`src/rtl/ahim_config_pkg.sv`:
```
// Shared AHIM configuration: widths, depths and the rx loader state encoding.
package ahim_config_pkg;

   localparam int PIO_DATA_WIDTH       = 128;
   localparam int UINT16_WIDTH         = 16;
   localparam int BP_WORD_PAYLOAD      = PIO_DATA_WIDTH / UINT16_WIDTH;
   localparam int BREAKPOINT_RAM_DEPTH = 32;
   localparam int IMAGE_RAM_DEPTH      = 7812;
   localparam int MIN_STRIP_SIZE       = 20;
   localparam int RX_WD_SHIFT          = 8;
   localparam int RX_WD_DEPTH          = 16;
   localparam int BP_ADDR_W            = 5;
   localparam int IMG_ADDR_W           = 13;

   typedef enum logic [2:0] {
      RXL_IDLE   = 3'd0,
      RXL_CHECK  = 3'd1,
      RXL_RX_BP  = 3'd2,
      RXL_RX_IMG = 3'd3,
      RXL_DONE   = 3'd4,
      RXL_ERR    = 3'd5
   } rx_loader_state_e;

   // Number of PIO words needed to carry 'count' 16-bit breakpoints (0..32).
   function automatic logic [5:0] calc_bp_words(input logic [7:0] count);
      logic [8:0] w_sum;
      w_sum = 9'(count) + 9'(BP_WORD_PAYLOAD - 1);
      return 6'(w_sum / 9'(BP_WORD_PAYLOAD));
   endfunction

endpackage

```
`src/rtl/ahim_rx_watchdog.sv`:
```
// Idle-cycle watchdog: counts enabled cycles without a kick and flags expiry
// at max(payload,1) << SHIFT.
module ahim_rx_watchdog #(
   parameter int SHIFT = 8,
   parameter int DEPTH = 16
) (
   input  logic       clk,
   input  logic       rst_n,
   input  logic       i_enable,
   input  logic       i_kick,
   input  logic [7:0] i_payload,
   output logic       o_expired
);

   logic [DEPTH-1:0] r_cnt;
   logic [7:0]       w_payload;
   logic [DEPTH-1:0] w_limit;

   assign w_payload = (i_payload == 8'd0) ? 8'd1 : i_payload;
   assign w_limit   = {{(DEPTH-8){1'b0}}, w_payload} << SHIFT;

   // Expiry is flagged on the idle cycle that would bring the count to the limit;
   // a kick in that same cycle always wins.
   assign o_expired = i_enable && !i_kick && ((r_cnt + DEPTH'(1)) == w_limit);

   always_ff @(posedge clk or negedge rst_n) begin
      if (!rst_n) begin
         r_cnt <= '0;
      end else if (!i_enable || i_kick) begin
         r_cnt <= '0;
      end else begin
         r_cnt <= r_cnt + DEPTH'(1);
      end
   end

endmodule

```
`src/rtl/ahim_rx_loader.sv`:
```
// AHIM upload receiver: streams breakpoint words then image columns from the
// PIO input port into the two RAMs, with watchdog and parameter checking.
//
// state      | meaning
// RXL_IDLE   | waiting for start
// RXL_CHECK  | validating latched strip width
// RXL_RX_BP  | receiving breakpoint words
// RXL_RX_IMG | receiving image columns
// RXL_DONE   | last image write issued, done pulse
// RXL_ERR    | timeout or bad parameters, held until abort
module ahim_rx_loader
   import ahim_config_pkg::*;
(
   input  logic                      clk,
   input  logic                      rst_n,
   input  logic                      start,
   input  logic                      abort,
   input  logic [15:0]               strip_width,
   input  logic [7:0]                bp_count,
   input  logic [7:0]                wd_pio,
   input  logic [PIO_DATA_WIDTH-1:0] pio_in_data,
   input  logic                      pio_in_valid,
   output logic                      pio_in_ready,
   output logic                      bp_wr_en,
   output logic [BP_ADDR_W-1:0]      bp_wr_addr,
   output logic                      img_wr_en,
   output logic [IMG_ADDR_W-1:0]     img_wr_addr,
   output logic [PIO_DATA_WIDTH-1:0] wr_data,
   output logic                      busy,
   output logic                      done,
   output logic                      err_timeout,
   output logic                      err_param,
   output logic [15:0]               words_rx
);

   rx_loader_state_e r_state;
   rx_loader_state_e w_next;

   logic                      r_ready;
   logic [15:0]               r_strip_width;
   logic [5:0]                r_bp_words;
   logic [7:0]                r_wd_pio;
   logic [IMG_ADDR_W-1:0]     r_idx;
   logic                      r_bp_wr_en;
   logic [BP_ADDR_W-1:0]      r_bp_wr_addr;
   logic                      r_img_wr_en;
   logic [IMG_ADDR_W-1:0]     r_img_wr_addr;
   logic [PIO_DATA_WIDTH-1:0] r_wr_data;
   logic                      r_err_timeout;
   logic                      r_err_param;
   logic [15:0]               r_words_rx;

   logic w_rx_active;
   logic w_xfer;
   logic w_bp_last;
   logic w_img_last;
   logic w_param_bad;
   logic w_expired;
   logic w_start_ok;

   assign w_rx_active = (r_state == RXL_RX_BP) || (r_state == RXL_RX_IMG);
   // Abort suppresses the transfer so nothing new is written after it.
   assign w_xfer      = pio_in_valid && r_ready && w_rx_active && !abort;
   assign w_bp_last   = (r_idx[5:0] == (r_bp_words - 6'd1));
   assign w_img_last  = ({3'b000, r_idx} == (r_strip_width - 16'd1));
   assign w_param_bad = (r_strip_width < 16'(MIN_STRIP_SIZE)) ||
                        (r_strip_width > 16'(IMAGE_RAM_DEPTH));
   assign w_start_ok  = start && !abort && (r_state == RXL_IDLE);

   ahim_rx_watchdog #(
      .SHIFT (RX_WD_SHIFT),
      .DEPTH (RX_WD_DEPTH)
   ) u_rx_watchdog (
      .clk       (clk),
      .rst_n     (rst_n),
      .i_enable  (w_rx_active),
      .i_kick    (w_xfer),
      .i_payload (r_wd_pio),
      .o_expired (w_expired)
   );

   always_ff @(posedge clk or negedge rst_n) begin
      if (!rst_n) begin
         r_state <= RXL_IDLE;
      end else begin
         r_state <= w_next;
      end
   end

   always_comb begin
      w_next = r_state;
      case (r_state)
         RXL_IDLE: begin
            if (start) w_next = RXL_CHECK;
         end
         RXL_CHECK: begin
            if (w_param_bad)              w_next = RXL_ERR;
            else if (r_bp_words == 6'd0)  w_next = RXL_RX_IMG;
            else                          w_next = RXL_RX_BP;
         end
         RXL_RX_BP: begin
            if (w_xfer && w_bp_last) w_next = RXL_RX_IMG;
            else if (w_expired)      w_next = RXL_ERR;
         end
         RXL_RX_IMG: begin
            if (w_xfer && w_img_last) w_next = RXL_DONE;
            else if (w_expired)       w_next = RXL_ERR;
         end
         RXL_DONE: w_next = RXL_IDLE;
         RXL_ERR:  w_next = RXL_ERR;
         default:  w_next = RXL_IDLE;
      endcase
      if (abort) w_next = RXL_IDLE;
   end

   always_ff @(posedge clk or negedge rst_n) begin
      if (!rst_n) begin
         r_ready       <= 1'b0;
         r_strip_width <= '0;
         r_bp_words    <= '0;
         r_wd_pio      <= '0;
         r_idx         <= '0;
         r_bp_wr_en    <= 1'b0;
         r_bp_wr_addr  <= '0;
         r_img_wr_en   <= 1'b0;
         r_img_wr_addr <= '0;
         r_wr_data     <= '0;
         r_err_timeout <= 1'b0;
         r_err_param   <= 1'b0;
         r_words_rx    <= '0;
      end else begin
         r_ready     <= (w_next == RXL_RX_BP) || (w_next == RXL_RX_IMG);
         r_bp_wr_en  <= w_xfer && (r_state == RXL_RX_BP);
         r_img_wr_en <= w_xfer && (r_state == RXL_RX_IMG);

         if (w_xfer) begin
            r_wr_data <= pio_in_data;
            if (r_state == RXL_RX_BP) r_bp_wr_addr  <= r_idx[BP_ADDR_W-1:0];
            else                      r_img_wr_addr <= r_idx;
         end

         // One index serves both phases; it restarts when the image phase begins.
         if (r_state == RXL_CHECK) begin
            r_idx <= '0;
         end else if (w_xfer) begin
            if ((r_state == RXL_RX_BP) && w_bp_last) r_idx <= '0;
            else                                     r_idx <= r_idx + 13'd1;
         end

         if (w_start_ok) begin
            r_strip_width <= strip_width;
            r_bp_words    <= calc_bp_words(bp_count);
            r_wd_pio      <= wd_pio;
         end

         if (abort) begin
            r_err_timeout <= 1'b0;
            r_err_param   <= 1'b0;
            r_words_rx    <= '0;
         end else begin
            if (w_start_ok)
               r_words_rx <= '0;
            else if (w_xfer && (r_words_rx != 16'hFFFF))
               r_words_rx <= r_words_rx + 16'd1;
            if ((r_state == RXL_CHECK) && w_param_bad)
               r_err_param <= 1'b1;
            if (w_rx_active && w_expired && !w_xfer)
               r_err_timeout <= 1'b1;
         end
      end
   end

   assign pio_in_ready = r_ready;
   assign bp_wr_en     = r_bp_wr_en;
   assign bp_wr_addr   = r_bp_wr_addr;
   assign img_wr_en    = r_img_wr_en;
   assign img_wr_addr  = r_img_wr_addr;
   assign wr_data      = r_wr_data;
   assign busy         = (r_state != RXL_IDLE) && (r_state != RXL_DONE);
   assign done         = (r_state == RXL_DONE);
   assign err_timeout  = r_err_timeout;
   assign err_param    = r_err_param;
   assign words_rx     = r_words_rx;

endmodule

```
`config.mk`:
```
export PLATFORM = sky130hd
export DESIGN_NAME = ahim_rx_loader
export DESIGN_NICKNAME = d
export VERILOG_FILES = /design/src/rtl/ahim_config_pkg.sv /design/src/rtl/ahim_rx_watchdog.sv /design/src/rtl/ahim_rx_loader.sv
export SDC_FILE = /design/constraint.sdc
export NUM_CORES = 1
export LEC_CHECK = 0
export BUFFER_PORTS_ARGS = -buffer_cell sky130_fd_sc_hd__clkbuf_2
export CORE_AREA = 2 2 110 219
export DETAILED_ROUTE_END_ITERATION = 10
export DIE_AREA = 0 0 112 221
export PLACE_DENSITY = 0.71
export SLEW_MARGIN = 10
export SYNTH_ARGS = -nofsm -noshare
export SYNTH_HDL_FRONTEND = slang
export SYNTH_SLANG_ARGS = --single-unit
```
`constraint.sdc`:
```
create_clock -name clk -period 3.46 [get_ports clk]
set_input_delay 0.173 -clock clk [delete_from_list [all_inputs] [get_ports clk]]
set_output_delay 0.173 -clock clk [all_outputs]
set_load 0.02 [all_outputs]
```
==> flow_summary.toml <==
[run_status]
status = "completed"

[cts]
cts_sinks = 229
clk_path_buf_depth = 3
cts_tree = "yes"
clock_latency_ns = 0.52
cts_hold_buffers = 156
cts_buffers = 22
path_clk_slew_ns = 0.07
cts_resized = 0
cts_root_buf = "clkbuf_16"
post_cts_buffers = 0
ctsHtreeMaxLevel = 1

[logic_synthesis]
ys_seq_area_frac = 0.560
ys_seq_elements = 229
synth_fa_ha_area_frac = 0.00611
ys_async_sr_fraction = 1.00
yosys.cell_types.count = 64
synth-main-ff-cell = "dfrtp_1"
synth_area_per_cell_um2 = 9.32
syn-cell-area_um2 = 10200
yosysWarnings = 0
synth_simple_gate_area_frac = 0.255
syn_nets = 1269
synth_compound_area_frac = 0.0558
synth_edf_count = 0
synth-xor-area-share = 0.0556
syn_inst = 1099
synth_top_family_by_area = "simple AND/OR/NAND/NOR gates"
synth_mux_area_frac = 0.0406

[die]
start_util = 0.443
ioPinCount = 334
die_w_um = 112
std_cell_rows = 79
core_um2 = 23100
die_h_um = 221
dieArea_um2 = 24800

[place]
port_buffers = 333
hpwl_mm = 21.8
place_ws_ns = 0.716
gp_congestion = 0.903

[power_and_ir_drop]
ir_drop_mv = 0.496
p_int_mw = 5.56
switching_share = 0.328
p_switching_mw = 2.71
p_leak_nw = 7.68
p_clk_frac = 0.328
combinationalPowerShare = 0.248
p_seq_frac = 0.424
p_per_area_nw_per_um2 = 567

[route]
ant_nets = 0
vias_per_cell = 5.19
drt_wl_total_mm = 33.2
wl_per_cell_um = 17.7
drt_iter0_drc = 550
drtPass1Iterations = 5
num_vias = 9741
route.detailed.drc = 0

[grt]
grt_max_degree = 111
overflow = 0
grt_pass1_vias = 10400
grt_first_pass_wirelength_mm = 53.3
antenna_found_initial = 4
track_usage = 0.266

[sta]
fmax_mhz = 365
skew_ns = 0.0191
rsz0062_at_grt = "false"
worst_slack_ns = 0.722
finalSetupTns_ns = 0
worstMarginPinSlew_ns = 0.897
period_needed_ns = 2.74
relSlewSlack = 0.402
drv_slew = 0
hold_violations = 0
finalSetupViolations = 0
period_share = 0.791

[cells_and_area]
layout_common_cells = "nand2_1, clkbuf_2, dfrtp_1"
layout-drive-gt1-share = 0.274
mostFrequentLayoutCell = "nand2_1"
area_delta_synth_final_pct = 42.4
fin_nets = 1744

[critical_path]
worst-setup-path-type = "register to register"
worst-path-max-fanout = 9
worstPathRequired_ns = 3.86
end_kind = "register"
critPathArrivalTime_ns = 3.14
start_kind = "register"

[job]
cap_viol_max_count = 0

[worst_hold_path]
min_path_type = "input pin to register"
## cell families (layout without fill, tap and decap cells)
| kind of cell | count (synthesis) | after routing |
|---|---|---|
| AND/OR/NAND/NOR | 612 | 612 |
| flip-flops | 229 | 229 |
| AO/OA/AOI/OAI | 82 | 82 |
| buffers and inverters | 69 | 560 |
| XOR/XNOR | 65 | 65 |
| multiplexers | 37 | 37 |
| adder cells (fa/ha/maj) | 5 | 5 |
| other | 0 | 4 |
## power by group through the flow
stage	clock [mW]	combinational (mW)	sequential (mW)
6_report	2.71	2.05	3.51
4_1_cts	2.76	2.03	3.49
5_1_grt	2.86	2.24	3.56
3_3_place_gp	0	1.85	3.52
2_1_floorplan	0	0.921	3.73
3_5_place_dp	0	1.88	3.52
## through the flow
| step | power [mW] | utilization | instance area [µm²] | cells | hold WS (ns) |
|---|---|---|---|---|---|
| final | 8.27 | 0.630 | 14600 | 1877 | 0.0182 |
| after global routing | 8.66 | 0.630 | 14600 | 1877 | 0.0408 |
| after CTS | 8.28 | 0.630 | 14600 | 1873 | 0.0000818 |
| after detailed placement | 5.41 | 0.527 | 12200 | 1677 | 0.294 |
| after global placement | 5.37 | 0.527 | 12200 | 1677 | 0.284 |
| after floorplan | 4.66 | - | 10200 | 1099 | -0.123 |
## cells in the mapped netlist, types with 5 or more instances
library cell	n	area [µm²]
o21ai_0	19	95.1
inv_1	18	67.6
xor2_1	40	350
ha_1	5	62.6
nor4_1	6	37.5
a21oi_1	14	70.1
nand3_1	25	125
clkbuf_1	45	169
o2111ai_1	5	43.8
dfrtp_1	229	5730
nor2_1	70	263
mux2_2	36	405
nor3_1	14	70.1
a31oi_1	5	31.3
nand2_1	425	1600
xnor2_1	25	219
nand2b_1	5	31.3
and3_1	12	75.1
nand4_1	16	100
and4_1	5	43.8
## registers in the layout (all words and copies together) (netlist names)
register	cells
r_bp_words	6
r_wd_pio	8
r_strip_width	16
wr_data	128
err_timeout	1
pio_in_ready	1
bp_wr_en	1
r_idx	13
img_wr_en	1
img_wr_addr	13
words_rx	16
bp_wr_addr	5
err_param	1
u_rx_watchdog.r_cnt	16
r_state	3
## worst paths after layout
| check | cells past startpoint | slack, ns | startpoint | endpoint |
|---|---|---|---|---|
| max | 7 | 0.72 | r_strip_width[2] | r_state[1] |
| min | 3 | 0.02 | bp_count[6] | r_bp_words[3] |
| max reg2reg | 7 | 0.72 | r_strip_width[2] | r_state[1] |
| min reg2reg | 2 | 0.47 | wr_data[55] | wr_data[55] |
| max in group asynchronous | 3 | 2.22 | rst_n | u_rx_watchdog.r_cnt[11] |
| min in group asynchronous | 2 | 0.24 | rst_n | wr_data[8] |
## metal layers
metal	global-route usage	vias up	wire length, µm
met5	0	-	0
met4	0.141	0	1970
met3	0.0438	123	1860
met2	0.491	421	17700
met1	0.287	4654	11600
li1	-	4543	-
## cell type report
type | instances | area (µm²)
timing repair buffer | 502 | 3360
antenna | 4 | 10.0
clock inverter | 11 | 164
inverter | 18 | 67.6
sequential | 229 | 5730
tap | 283 | 354
fill | 1849 | 8550
clock buffer | 29 | 648
multi-input combinational | 801 | 4250
## critical path, cell delays in order (launching register included)
cell and delay, ns:
dfrtp_1 0.50, nor4_4 0.55, nand2_2 0.08, or4_1 0.40, a211oi_1 0.29, or4b_4 0.51
o21ai_2 0.19, o2bb2ai_1 0.09
No activity file was read; power rests on OpenSTA's default activity.
